$ cat src/rtl/lock_piece.sv
// Commits a landed tetromino into board RAM: expands the piece via lut, bounds- and
// collision-checks the four cells, then writes the colour only if every check passes.

module lut (
  input  logic [2:0] block,
  input  logic [1:0] rotation,
  output logic [7:0] coord_x,
  output logic [7:0] coord_y,
  output logic [5:0] colour
);
  logic [7:0] base_x;
  logic [7:0] base_y;
  logic [1:0] span;

  always_comb begin
    base_x = {2'd1, 2'd0, 2'd1, 2'd0};
    base_y = {2'd1, 2'd1, 2'd0, 2'd0};
    span   = 2'd1;
    colour = 6'h3C;
    case (block)
      3'd0: begin base_x = {2'd3, 2'd2, 2'd1, 2'd0}; base_y = {2'd1, 2'd1, 2'd1, 2'd1}; span = 2'd3; colour = 6'h1B; end
      3'd2: begin base_x = {2'd2, 2'd1, 2'd0, 2'd1}; base_y = {2'd1, 2'd1, 2'd1, 2'd0}; span = 2'd2; colour = 6'h22; end
      3'd3: begin base_x = {2'd1, 2'd0, 2'd2, 2'd1}; base_y = {2'd1, 2'd1, 2'd0, 2'd0}; span = 2'd2; colour = 6'h0C; end
      3'd4: begin base_x = {2'd2, 2'd1, 2'd1, 2'd0}; base_y = {2'd1, 2'd1, 2'd0, 2'd0}; span = 2'd2; colour = 6'h30; end
      3'd5: begin base_x = {2'd2, 2'd1, 2'd0, 2'd0}; base_y = {2'd1, 2'd1, 2'd1, 2'd0}; span = 2'd2; colour = 6'h03; end
      3'd6: begin base_x = {2'd2, 2'd1, 2'd0, 2'd2}; base_y = {2'd1, 2'd1, 2'd1, 2'd0}; span = 2'd2; colour = 6'h34; end
      default: ;
    endcase
  end

  // Clockwise quarter turns inside the piece's bounding box (side = span + 1)
  always_comb begin
    coord_x = '0;
    coord_y = '0;
    for (int k = 0; k < 4; k++) begin
      case (rotation)
        2'd0: begin coord_x[2*k +: 2] = base_x[2*k +: 2];        coord_y[2*k +: 2] = base_y[2*k +: 2];        end
        2'd1: begin coord_x[2*k +: 2] = span - base_y[2*k +: 2]; coord_y[2*k +: 2] = base_x[2*k +: 2];        end
        2'd2: begin coord_x[2*k +: 2] = span - base_x[2*k +: 2]; coord_y[2*k +: 2] = span - base_y[2*k +: 2]; end
        default: begin coord_x[2*k +: 2] = base_y[2*k +: 2];     coord_y[2*k +: 2] = span - base_x[2*k +: 2]; end
      endcase
    end
  end
endmodule

module lock_piece #(
  parameter int BOARD_W = 10,
  parameter int BOARD_H = 24
) (
  input  logic       clk,
  input  logic       reset,
  input  logic       start,
  input  logic [2:0] block,
  input  logic [1:0] rotation,
  input  logic [3:0] anchor_x,
  input  logic [4:0] anchor_y,
  input  logic [5:0] ram_Q,
  output logic [7:0] ram_addr,
  output logic [5:0] ram_data,
  output logic       ram_wren,
  output logic       busy,
  output logic       done,
  output logic       collision
);
  typedef enum logic [2:0] {IDLE, BOUND, READ, TAIL, WRITE, DONE} state_t;

  state_t     state_reg;
  logic [1:0] idx_reg;
  logic [2:0] block_reg;
  logic [1:0] rotation_reg;
  logic [3:0] anchor_x_reg;
  logic [4:0] anchor_y_reg;
  logic [5:0] colour_reg;
  logic       occupied_reg;
  logic [7:0] ram_addr_reg;
  logic       ram_wren_reg;
  logic       done_reg;
  logic       collision_reg;

  logic [2:0] lut_block;
  logic [1:0] lut_rotation;
  logic [7:0] coord_x;
  logic [7:0] coord_y;
  logic [5:0] lut_colour;

  // In IDLE the lut sees the live inputs so the colour can be latched with start
  assign lut_block    = (state_reg == IDLE) ? block    : block_reg;
  assign lut_rotation = (state_reg == IDLE) ? rotation : rotation_reg;

  lut u_lut (
    .block    (lut_block),
    .rotation (lut_rotation),
    .coord_x  (coord_x),
    .coord_y  (coord_y),
    .colour   (lut_colour)
  );

  logic [4:0] cx [4];
  logic [5:0] cy [4];
  logic [7:0] addr [4];
  logic [3:0] oob_cell;

  for (genvar gi = 0; gi < 4; gi++) begin : g_cell
    assign cx[gi]       = {1'b0, anchor_x_reg} + {3'b0, coord_x[2*gi +: 2]};
    assign cy[gi]       = {1'b0, anchor_y_reg} + {4'b0, coord_y[2*gi +: 2]};
    assign addr[gi]     = {2'b0, cy[gi]} * 8'(BOARD_W) + {3'b0, cx[gi]};
    assign oob_cell[gi] = (cx[gi] > 5'(BOARD_W - 1)) || (cy[gi] > 6'(BOARD_H - 1));
  end

  always_ff @(posedge clk or negedge reset) begin
    if (!reset) begin
      state_reg     <= IDLE;
      idx_reg       <= 2'd0;
      block_reg     <= 3'd0;
      rotation_reg  <= 2'd0;
      anchor_x_reg  <= 4'd0;
      anchor_y_reg  <= 5'd0;
      colour_reg    <= 6'd0;
      occupied_reg  <= 1'b0;
      ram_addr_reg  <= 8'd0;
      ram_wren_reg  <= 1'b0;
      done_reg      <= 1'b0;
      collision_reg <= 1'b0;
    end else begin
      case (state_reg)
        IDLE: begin
          done_reg <= 1'b0;
          if (start) begin
            block_reg    <= block;
            rotation_reg <= rotation;
            anchor_x_reg <= anchor_x;
            anchor_y_reg <= anchor_y;
            colour_reg   <= lut_colour;
            occupied_reg <= 1'b0;
            state_reg    <= BOUND;
          end
        end
        BOUND: begin
          if (|oob_cell) begin
            collision_reg <= 1'b1;
            done_reg      <= 1'b1;
            state_reg     <= DONE;
          end else begin
            idx_reg      <= 2'd0;
            ram_addr_reg <= addr[0];
            state_reg    <= READ;
          end
        end
        READ: begin
          // ram_Q lags the address by one cycle, so it belongs to cell idx-1
          if (idx_reg != 2'd0)
            occupied_reg <= occupied_reg | (ram_Q != 6'd0);
          if (idx_reg == 2'd3) begin
            state_reg <= TAIL;
          end else begin
            idx_reg      <= idx_reg + 2'd1;
            ram_addr_reg <= addr[idx_reg + 2'd1];
          end
        end
        TAIL: begin
          if (occupied_reg || (ram_Q != 6'd0)) begin
            collision_reg <= 1'b1;
            done_reg      <= 1'b1;
            state_reg     <= DONE;
          end else begin
            idx_reg      <= 2'd0;
            ram_addr_reg <= addr[0];
            ram_wren_reg <= 1'b1;
            state_reg    <= WRITE;
          end
        end
        WRITE: begin
          if (idx_reg == 2'd3) begin
            ram_wren_reg  <= 1'b0;
            collision_reg <= 1'b0;
            done_reg      <= 1'b1;
            state_reg     <= DONE;
          end else begin
            idx_reg      <= idx_reg + 2'd1;
            ram_addr_reg <= addr[idx_reg + 2'd1];
          end
        end
        default: begin
          done_reg  <= 1'b0;
          state_reg <= IDLE;
        end
      endcase
    end
  end

  assign ram_addr  = ram_addr_reg;
  assign ram_data  = colour_reg;
  assign ram_wren  = ram_wren_reg;
  assign busy      = (state_reg != IDLE);
  assign done      = done_reg;
  assign collision = collision_reg;
endmodule

$ cat config.mk
export PLATFORM = sky130hd
export DESIGN_NAME = lock_piece
export DESIGN_NICKNAME = d
export VERILOG_FILES = /design/src/rtl/lock_piece.sv
export SDC_FILE = /design/constraint.sdc
export NUM_CORES = 1
export LEC_CHECK = 0
export BUFFER_PORTS_ARGS = -buffer_cell sky130_fd_sc_hd__buf_2
export CORE_ASPECT_RATIO = 0.5
export CORE_MARGIN = 5
export CORE_UTILIZATION = 59
export CTS_BUF_LIST = sky130_fd_sc_hd__clkbuf_8
export CTS_CLUSTER_DIAMETER = 80
export CTS_CLUSTER_SIZE = 16
export DETAILED_ROUTE_END_ITERATION = 7
export GPL_TIMING_DRIVEN = 0
export PLACE_DENSITY_LB_ADDON = 0.08
export SYNTH_ARGS = -nofsm -noshare
export SYNTH_HDL_FRONTEND = slang
export SYNTH_SLANG_ARGS = --single-unit
$ cat constraint.sdc
create_clock -name clk -period 7.7 [get_ports clk]
set_input_delay 0.77 -clock clk [delete_from_list [all_inputs] [get_ports clk]]
set_output_delay 0.77 -clock clk [all_outputs]
set_load 0.02 [all_outputs]
==> run summary <==
Tcrit/Tclk final: 90.79%
Mapped Nets: 696
Worst Max-Slew Pin Slew: 946.2 ps
Critical path type: flop to flop
Mapped Cells: 591
Post-synth EDFFs: 0
Synth top area share: 18.12%
Die width: 141.6 µm
Register area: 925.9 µm²
DR WL met3: 1.014 mm
Synth warnings: 0
Synth area leaders: dfrtp_1, ha_1, fa_1, xnor2_1, a21oi_1
Sink Count: 37
Slew margin rel.: 36.54%
H-Tree Depth: 2
Maximum clock path buffer count: 2
Fin crit period: 6991 ps
# fillers: 769
Slew Limit Fails: 0
End of the critical path: ram_addr[7]$_DFFE_PN0P_
Post-Synth Adder-Cell Area: 22.43%
Delay of the slowest cell on the worst path: 570 ps
GP Congestion: 0.9294
Post-synthesis xor/xnor area fraction: 7.615%
Post-synthesis sequential area ratio: 18.12%
CP max-delay cell: mux2i_1
Post-CTS Setup Bufs: 0
Number of nets with antenna violations after routing: 0
Critical R2R Launch: state_reg[1]$_DFFE_PN0P_
First-pass GRT wire length: 21.42 mm
DRT Wirelength: 13.33 mm
Post-DP HPWL: 10.62 mm
Compound-Gate Fraction of Synth Area: 21.55%
Clock Latency Late Sink: 310 ps
Cell taking the most area after synthesis: dfrtp_1
Die area: 0.01073 mm²
Die Height: 75.81 µm
Combinational family with the most area after synthesis: adder cells
Largest net degree at the start of global routing: 38
Layout cells sized above 1: 16.74%
NumNets Final: 743
Stages on the worst setup path: 26
Resized cells post-CTS: 0
Fmax: 143.0 MHz
Worst EP arrival: 7200 ps
GRT Total Usage: 25.40%
DRC Markers: 0
Synthesized flop and latch total: 37
Final Hold Fails: 0
Critical Path End Type: flop
Largest register FFs: 8
Post-synth cell types: 71
Via count: 4597
Critical path fanouts, max: 10
Crit path launch: state_reg[1]$_DFFE_PN0P_
Max-Cap Viols: 0
Skew final: 11.91 ps
Syn avg cell area: 8.646 µm²
Reg2Reg Depth: 26
FF-to-FF setup slack: 710 ps
Worst path required time: 7900 ps
Core Area: 0.008558 mm²
Uppermost layer routed: met4
Final setup vio count: 0
Mux contribution to synthesized area: 9.696%
WP buf/inv: 3
I/O pins: 41
Synth Cell Area: 0.005110 mm²
Overflow after GRT: 0
CTS Hold Bufs: 0
WL met1: 6.668 mm
Num rows: 24
Worst reg2reg path endpoint: ram_addr[7]$_DFFE_PN0P_
Setup TNS: 0 ps
Initial core utilization: 59.71%
Antenna cells: 0
Critical Path Source Type: flop
Simple-Gate Fraction of Synth Area: 15.30%
Vias per inst: 6.081
Initial antenna violation count: 0
Met2 WL: 5.603 mm
Synthesis-to-layout area growth: 8.839%
Drt wl/cell: 17.63 µm
FFs w/ async S/R, synth: 100.0%
Outcome: complete, no violations
Area taken by multi-input logic gates: 0.003914 mm²
Dominant synthesized flop cell: dfrtp_1
Vias in the first global route: 4141
Most common cell on crit path: ha_1
Clock Pin Slew Worst Setup and Hold Paths: 100 ps
RSZ-0062 raised after global routing: false
DRT iter0 DRCs: 451
Drt first pass iters: 5
TritonCTS buffer count: 5
Port Buffer Count: 40
Clk root buf: clkbuf_8
CTS tree: built
Hold Path Class: flop to flop
Family with the most delay on the worst path: compound AO/OA/AOI/OAI gates
cells in the final DEF, fill, tap and decap left out, drive strengths merged, types with 3 or more instances in the layout:
cell type  count
a211oi         7
a21o          19
a21oi         53
a22o           3
a22oi          5
a31oi          6
and3           6
buf           55
clkbuf        17
dfrtp         37
fa            16
ha            66
inv           40
mux2          28
mux2i         15
nand2         47
nand2b        11
nand3         10
nand3b         3
nor2          50
nor2b          8
nor3           9
nor4           3
o211ai         3
o21ai         26
o22ai          6
o31ai          3
o32a           3
o32ai          4
xnor2         31
xor2          10
kinds of logic (layout without fill, tap and decap cells):
| logic type | Yosys count | count (layout) |
|---|---|---|
| AOI/OAI and AO/OA | 163 | 163 |
| and+or+nand+nor | 160 | 160 |
| adders and majority gates | 82 | 82 |
| buffers and inverters | 64 | 112 |
| muxes | 43 | 43 |
| xor gates and xnor gates | 42 | 42 |
| DFF | 37 | 37 |
cell type report:
cell class	count	area share, %
multi-input cells	490	70.37
flip-flops and latches	37	16.65
repair buffers	40	3.600
inverters	39	2.632
well taps	117	2.632
plain buffers	25	2.227
clock buffers	7	1.732
clock inverters	1	0.1575
per-layer routing:
metal	track usage, %	up-vias
li1	-	2227
met1	36.97	2196
met2	40.92	166
met3	5.204	8
met4	2.234	0
met5	0	-
how the worst min path moves through the flow:
| stage | start | cells past startpoint | endpoint |
|---|---|---|---|
| global route | ram_data[4]$_DFFE_PN0P_ | 1 | ram_data[4]$_DFFE_PN0P_ |
| global placement | ram_data[5]$_DFFE_PN0P_ | 2 | ram_data[5]$_DFFE_PN0P_ |
| finish | ram_data[4]$_DFFE_PN0P_ | 1 | ram_data[4]$_DFFE_PN0P_ |
| CTS | ram_data[4]$_DFFE_PN0P_ | 1 | ram_data[4]$_DFFE_PN0P_ |
| floorplan | reset | 0 | anchor_x_reg[0]$_DFFE_PN0P_ |
| detailed placement | ram_data[4]$_DFFE_PN0P_ | 1 | ram_data[4]$_DFFE_PN0P_ |
stage by stage:
step	util, %	area [µm²]	hold slack, ps	cells	setup slack [ps]
final	64.99	5562	486.4	756	708.9
after global routing	64.99	5562	504.9	756	320.3
after CTS	64.99	5562	487.8	756	768.7
after detailed placement	63.76	5456	467.1	748	808.3
after global placement	63.76	5456	456.5	748	951.5
after floorplan	-	5110	474.4	591	1831
cell usage after synthesis, drive strengths merged (3+ instances only):
cell	instances
buf	15
o32a	3
nor2	50
a22o	3
mux2i	15
xor2	10
o32ai	4
nand3b	3
xnor2	31
inv	39
a211oi	7
o22ai	6
clkbuf	10
nor4	3
ha	66
and3	6
a21o	19
o211ai	3
dfrtp	37
nor2b	8
o31ai	3
a22oi	5
a21oi	53
fa	16
mux2	28
o21ai	26
nand3	10
nor3	9
nand2	47
a31oi	6
nand2b	11
Power is not shown: default switching activity piles up to over one toggle a cycle in this logic, so the estimate is an artifact.
